===== config.mk =====
export PLATFORM = sky130hd
export DESIGN_NAME = button_pulse_bank
export DESIGN_NICKNAME = d
export VERILOG_FILES = /design/src/rtl/button_pulse_bank.sv
export SDC_FILE = /design/constraint.sdc
export NUM_CORES = 1
export LEC_CHECK = 0
export CAP_MARGIN = 5
export CORE_MARGIN = 1
export CORE_UTILIZATION = 30
export CTS_CLUSTER_SIZE = 30
export DETAILED_ROUTE_END_ITERATION = 6
export MAX_ROUTING_LAYER = met4
export SYNTH_ARGS = -nofsm -noshare
export SYNTH_HDL_FRONTEND = slang
export SYNTH_SLANG_ARGS = --single-unit

===== constraint.sdc =====
create_clock -name Clock -period 1.7 [get_ports Clock]
set_input_delay 0.255 -clock Clock [delete_from_list [all_inputs] [get_ports Clock]]
set_output_delay 0.255 -clock Clock [all_outputs]
set_load 0.02 [all_outputs]

===== src/rtl/button_pulse_bank.sv =====
// Multi-channel key conditioner: synchronizer, debounce counter and press FSM per channel,
// emitting Pressed/Released pulses and a Held level. Define BUTTON_REPEAT_EN for auto-repeat.
module button_pulse_lane #(
    parameter int SYNC_STAGES     = 2,
    parameter int DEBOUNCE_CYCLES = 4,
    parameter int ACTIVE_LOW      = 1,
    parameter int REPEAT_DELAY    = 50000000,
    parameter int REPEAT_PERIOD   = 10000000
) (
    input  logic Clock,
    input  logic Reset,
    input  logic button,
    output logic pressed,
    output logic released,
    output logic held
);
    localparam int            CW       = $clog2(DEBOUNCE_CYCLES + 1);
    localparam logic [CW-1:0] CNT_LAST = CW'(DEBOUNCE_CYCLES - 1);
    localparam logic          AL_BIT   = (ACTIVE_LOW != 0);

    if (SYNC_STAGES < 2 || DEBOUNCE_CYCLES < 1 || REPEAT_PERIOD < 1 || REPEAT_DELAY < 0) begin : g_bad_params
        $error("button_pulse_lane: illegal parameter value");
    end

    typedef enum logic [1:0] {IDLE, PRESS_WAIT, HELD, RELEASE_WAIT} state_t;

    logic [SYNC_STAGES-1:0] sync_q, sync_d;
    state_t                 state_q, state_d;
    logic [CW-1:0]          cnt_q, cnt_d;
    logic                   pressed_q, pressed_d;
    logic                   released_q, released_d;
    logic                   held_q, held_d;
    logic                   r;

    // r is the synchronized level normalised so that 1 always means pressed
    assign r = sync_q[SYNC_STAGES-1] ^ AL_BIT;

`ifdef BUTTON_REPEAT_EN
    localparam int RMAX = (REPEAT_DELAY > REPEAT_PERIOD) ? REPEAT_DELAY : REPEAT_PERIOD;
    localparam int RCW  = $clog2(RMAX + 1);
    logic [RCW-1:0] rep_q, rep_d, rep_target;
    logic           rep_per_q, rep_per_d;
`endif

    always_comb begin
        sync_d     = {sync_q[SYNC_STAGES-2:0], button};
        state_d    = state_q;
        cnt_d      = cnt_q;
        pressed_d  = 1'b0;
        released_d = 1'b0;
        unique case (state_q)
            IDLE: begin
                if (r) begin
                    state_d = PRESS_WAIT;
                    cnt_d   = CW'(1);
                end else begin
                    cnt_d = '0;
                end
            end
            PRESS_WAIT: begin
                if (!r) begin
                    state_d = IDLE;
                    cnt_d   = '0;
                end else if (DEBOUNCE_CYCLES == 1 || cnt_q == CNT_LAST) begin
                    state_d   = HELD;
                    pressed_d = 1'b1;
                    cnt_d     = '0;
                end else begin
                    cnt_d = cnt_q + CW'(1);
                end
            end
            HELD: begin
                if (!r) begin
                    if (DEBOUNCE_CYCLES == 1) begin
                        state_d    = IDLE;
                        released_d = 1'b1;
                        cnt_d      = '0;
                    end else begin
                        state_d = RELEASE_WAIT;
                        cnt_d   = CW'(1);
                    end
                end else begin
                    cnt_d = '0;
                end
            end
            RELEASE_WAIT: begin
                if (r) begin
                    state_d = HELD;
                    cnt_d   = '0;
                end else if (DEBOUNCE_CYCLES == 1 || cnt_q == CNT_LAST) begin
                    state_d    = IDLE;
                    released_d = 1'b1;
                    cnt_d      = '0;
                end else begin
                    cnt_d = cnt_q + CW'(1);
                end
            end
            default: begin
                state_d = IDLE;
                cnt_d   = '0;
            end
        endcase
        held_d = (state_d == HELD) || (state_d == RELEASE_WAIT);

`ifdef BUTTON_REPEAT_EN
        // Counts toward the initial delay first, then toward each period; frozen in RELEASE_WAIT
        rep_d      = rep_q;
        rep_per_d  = rep_per_q;
        rep_target = rep_per_q ? RCW'(REPEAT_PERIOD) : RCW'(REPEAT_DELAY);
        if (state_q == HELD && r) begin
            if (rep_q + RCW'(1) == rep_target) begin
                pressed_d = 1'b1;
                rep_d     = '0;
                rep_per_d = 1'b1;
            end else begin
                rep_d = rep_q + RCW'(1);
            end
        end else if (state_q == IDLE || state_q == PRESS_WAIT) begin
            rep_d     = '0;
            rep_per_d = 1'b0;
        end
`endif
    end

    always_ff @(posedge Clock) begin
        if (Reset) begin
            sync_q     <= {SYNC_STAGES{AL_BIT}};
            state_q    <= IDLE;
            cnt_q      <= '0;
            pressed_q  <= 1'b0;
            released_q <= 1'b0;
            held_q     <= 1'b0;
        end else begin
            sync_q     <= sync_d;
            state_q    <= state_d;
            cnt_q      <= cnt_d;
            pressed_q  <= pressed_d;
            released_q <= released_d;
            held_q     <= held_d;
        end
    end

`ifdef BUTTON_REPEAT_EN
    always_ff @(posedge Clock) begin
        if (Reset) begin
            rep_q     <= '0;
            rep_per_q <= 1'b0;
        end else begin
            rep_q     <= rep_d;
            rep_per_q <= rep_per_d;
        end
    end
`endif

    assign pressed  = pressed_q;
    assign released = released_q;
    assign held     = held_q;
endmodule

module button_pulse_bank #(
    parameter int N_BUTTONS       = 4,
    parameter int SYNC_STAGES     = 2,
    parameter int DEBOUNCE_CYCLES = 4,
    parameter int ACTIVE_LOW      = 1,
    parameter int REPEAT_DELAY    = 50000000,
    parameter int REPEAT_PERIOD   = 10000000
) (
    input  logic                 Clock,
    input  logic                 Reset,
    input  logic [N_BUTTONS-1:0] Buttons,
    output logic [N_BUTTONS-1:0] Pressed,
    output logic [N_BUTTONS-1:0] Released,
    output logic [N_BUTTONS-1:0] Held
);
    for (genvar i = 0; i < N_BUTTONS; i++) begin : g_lane
        button_pulse_lane #(
            .SYNC_STAGES    (SYNC_STAGES),
            .DEBOUNCE_CYCLES(DEBOUNCE_CYCLES),
            .ACTIVE_LOW     (ACTIVE_LOW),
            .REPEAT_DELAY   (REPEAT_DELAY),
            .REPEAT_PERIOD  (REPEAT_PERIOD)
        ) u_lane (
            .Clock   (Clock),
            .Reset   (Reset),
            .button  (Buttons[i]),
            .pressed (Pressed[i]),
            .released(Released[i]),
            .held    (Held[i])
        );
    end
endmodule


==> qor.yml <==
outcome:
  status: "finished, final reports clean"
yosys:
  syn_area_per_cell_um2: 10.9
  netlist_instances: 131
  synthMuxAreaShare_pct: 0
  synth_compound_area_share_pct: 8.38
  synth-xor-area-share_pct: 0.611
  synthesis.area_um2: 1430
  ys_types: 29
  synth-simple-area-share_pct: 24.1
  yosys_warnings: 0
  synthAdderAreaFrac_pct: 3.49
  synth_top_family_by_area: "simple AND/OR/NAND/NOR gates"
  synth.ff_latch_count: 40
  mappedNetlistNets: 141
  ys_seq_area_share_pct: 55.9
min_path:
  holdPathEnd: "g_lane[2].u_lane.sync_q[1]"
  hp-start: "g_lane[2].u_lane.sync_q[0]"
  hold_path.class: "flop to flop"
  whs_path_depth: 1
clocking:
  cts_tree: "done"
  cts_resized: 0
  cts-root-buf: "clkbuf_8"
  cts.htree.levels: 2
  holdBufCountCts: 0
  cts-buffers-inserted: 5
  clkSinkCount: 40
  post_cts.repair.setup_buffers: 0
  max-clock-path-buffers: 2
  path_clk_slew_ns: 0.07
  clk_latency_ns: 0.28
route:
  vias_per_cell: 4.61
  ant_nets: 0
  postRouteWirelength_um: 2130
  wl_per_cell_um: 11.0
  drtIter0Drc: 45
  drc: 0
  firstDrtPassIters: 2
  vias: 895
worst_setup_path:
  path_cells: "clkdlybuf4s50_1"
  end_kind: "output pin"
  slowest_stage: "clkdlybuf4s50_1"
  rr_worst_depth: 4
  critPathRequiredTime_ns: 1.44
  cp_top_family: "buffers and inverters"
  arrival_ns: 1.20
  start_kind: "flop"
  crit_path_max_incr_delay_ns: 0.59
  crit_type: "flop to output pin"
  cp_num_buf_inv: 1
  crit_path_max_fanout: 1
  reg2reg_to: "g_lane[2].u_lane.held"
  r2r_slack_ns: 0.57
  r2r_start: "g_lane[2].u_lane.cnt_q[0]"
floorplanning:
  start_util_pct: 32.0
  die_w_um: 71.1
  core_area_um2: 4470
  io_pins: 18
  die_h_um: 71.1
  fp-row-count: 24
  die_area_um2: 5060
sta:
  final-max-slew-violation-count: 0
  layout_setup_ws_ns: 0.248
  holdWs_ns: 0.410
  rsz0062_at_grt: "no"
  finClkSkew_ns: 0.00616
  max_clock_freq_ghz: 0.689
  tightest_slew_ns: 0.253
  slew_headroom_pct: 83.0
  period_minus_slack_ns: 1.45
  hold_viol_final: 0
  setup_viol: 0
  fin_tns_setup_ns: 0
  period_share_pct: 85.4
grt:
  grt_antenna_before_repair: 0
  grt_pass1_wl_um: 3820
  grt_max_degree: 31
  grt_overflow: 0
  grtUsageTotal_pct: 10.2
  first_global_vias: 883
final_layout:
  syn_to_final_growth_pct: 17.0
  mostFrequentLayoutCells: "40 x dfxtp_1, 17 x clkdlybuf4s50_1, 8 x or2_2, 7 x nor3_1"
  diodes: 0
  nFillCells: 422
  final_common_cell: "dfxtp_1"
  drive_above_1_share_pct: 16.2
  fin_nets: 151
run:
  drv_cap: 0
pwr:
  p_leak_nw: 0.631
  p_per_area_nw_per_um2: 977
  vdd_drop_max_mv: 0.280
place:
  place_hpwl_um: 1530
  dp_slack_ns: 0.268
  place_congestion: 0.789
  io_buffer_count: 17
## routing by layer
layer | vias up | GRT usage, % | part of all wire (%)
met3 | 9 | 2.85 | 4.0
met2 | 18 | 16.5 | 48
met5 | - | - | 0
met1 | 407 | 10.6 | 44
met4 | 0 | 7.78 | 3.5
li1 | 461 | - | -
## flip-flops by register name (all words and copies together), names as in the netlist
| signal | flops |
|---|---|
| g_lane.u_lane.state_q | 8 |
| g_lane.u_lane.pressed | 4 |
| g_lane.u_lane.cnt_q | 12 |
| g_lane.u_lane.released | 4 |
| g_lane.u_lane.sync_q | 8 |
| g_lane.u_lane.held | 4 |
## cell usage after synthesis
master	count	area [µm²]
nand2b_1	3	18.8
and3_1	2	12.5
nand3b_1	6	45.0
buf_2	2	10.0
o21ai_0	3	15.0
or2_4	1	8.76
nor2_1	2	7.51
a21oi_2	2	17.5
or2_1	2	12.5
and3b_1	1	8.76
nor2b_1	3	18.8
nor3_1	7	35.0
buf_4	12	90.1
or2_2	8	50.1
dfxtp_1	40	801
and2_2	1	7.51
clkbuf_1	1	3.75
o31ai_1	6	45.0
xor2_1	1	8.76
and4_1	2	17.5
and2_1	6	37.5
a21boi_2	1	11.3
inv_1	1	3.75
and4b_1	3	30.0
a211oi_1	2	15.0
a21oi_4	1	16.3
nor4_1	2	12.5
nand2_1	6	22.5
ha_1	4	50.1
## power by group
group / leakage, nW / switching (W) / internal [W] / total [W]
logic: 0.256 / 0.0000203 / 0.0000293 / 0.0000496
registers: 0.325 / 0.00000826 / 0.000950 / 0.000959
clock network: 0.0510 / 0.000306 / 0.000323 / 0.000629
## worst max path at each step
stage | slack (ns) | startpoint | cells past startpoint | to
detailed placement | 0.27 | Reset | 4 | g_lane[1].u_lane.cnt_q[2]
floorplan | 0.75 | g_lane[2].u_lane.sync_q[1] | 3 | g_lane[2].u_lane.cnt_q[1]
finish | 0.25 | g_lane[1].u_lane.pressed | 1 | Pressed[1]
CTS | 0.23 | g_lane[2].u_lane.released | 1 | Released[2]
global route | 0.20 | g_lane[3].u_lane.pressed | 1 | Pressed[3]
global placement | 0.36 | Reset | 4 | g_lane[1].u_lane.cnt_q[2]
## stage by stage
step / cell area, µm² / total power, W / std cells / utilization (%)
finish: 1680 / 0.00164 / 194 / 37.5
global route: 1680 / 0.00169 / 194 / 37.5
CTS: 1680 / 0.00165 / 194 / 37.5
detailed placement: 1580 / 0.00103 / 186 / 35.4
global placement: 1580 / 0.00103 / 186 / 35.4
floorplan: 1430 / 0.00101 / 131 / -
## cells by family after synthesis
| kind of cell | Yosys count |
|---|---|
| AO/OA/AOI/OAI | 15 |
| XOR/XNOR | 1 |
| adder cells (fa/ha/maj) | 4 |
| buffers and inverters | 16 |
| flip-flops | 40 |
| AND/OR/NAND/NOR | 55 |
## area by class of cell
type                       instances  area [µm²]  share of cell area (%)
sequential                        40         801                    47.8
multi-input combinational         75         524                    31.3
timing repair buffer              18         190                    11.3
clock buffer                       6        82.6                    4.93
tap                               52        65.1                    3.88
clock inverter                     2        10.0                   0.597
inverter                           1        3.75                   0.224
Note: power is estimated with default switching activity, not from simulation.
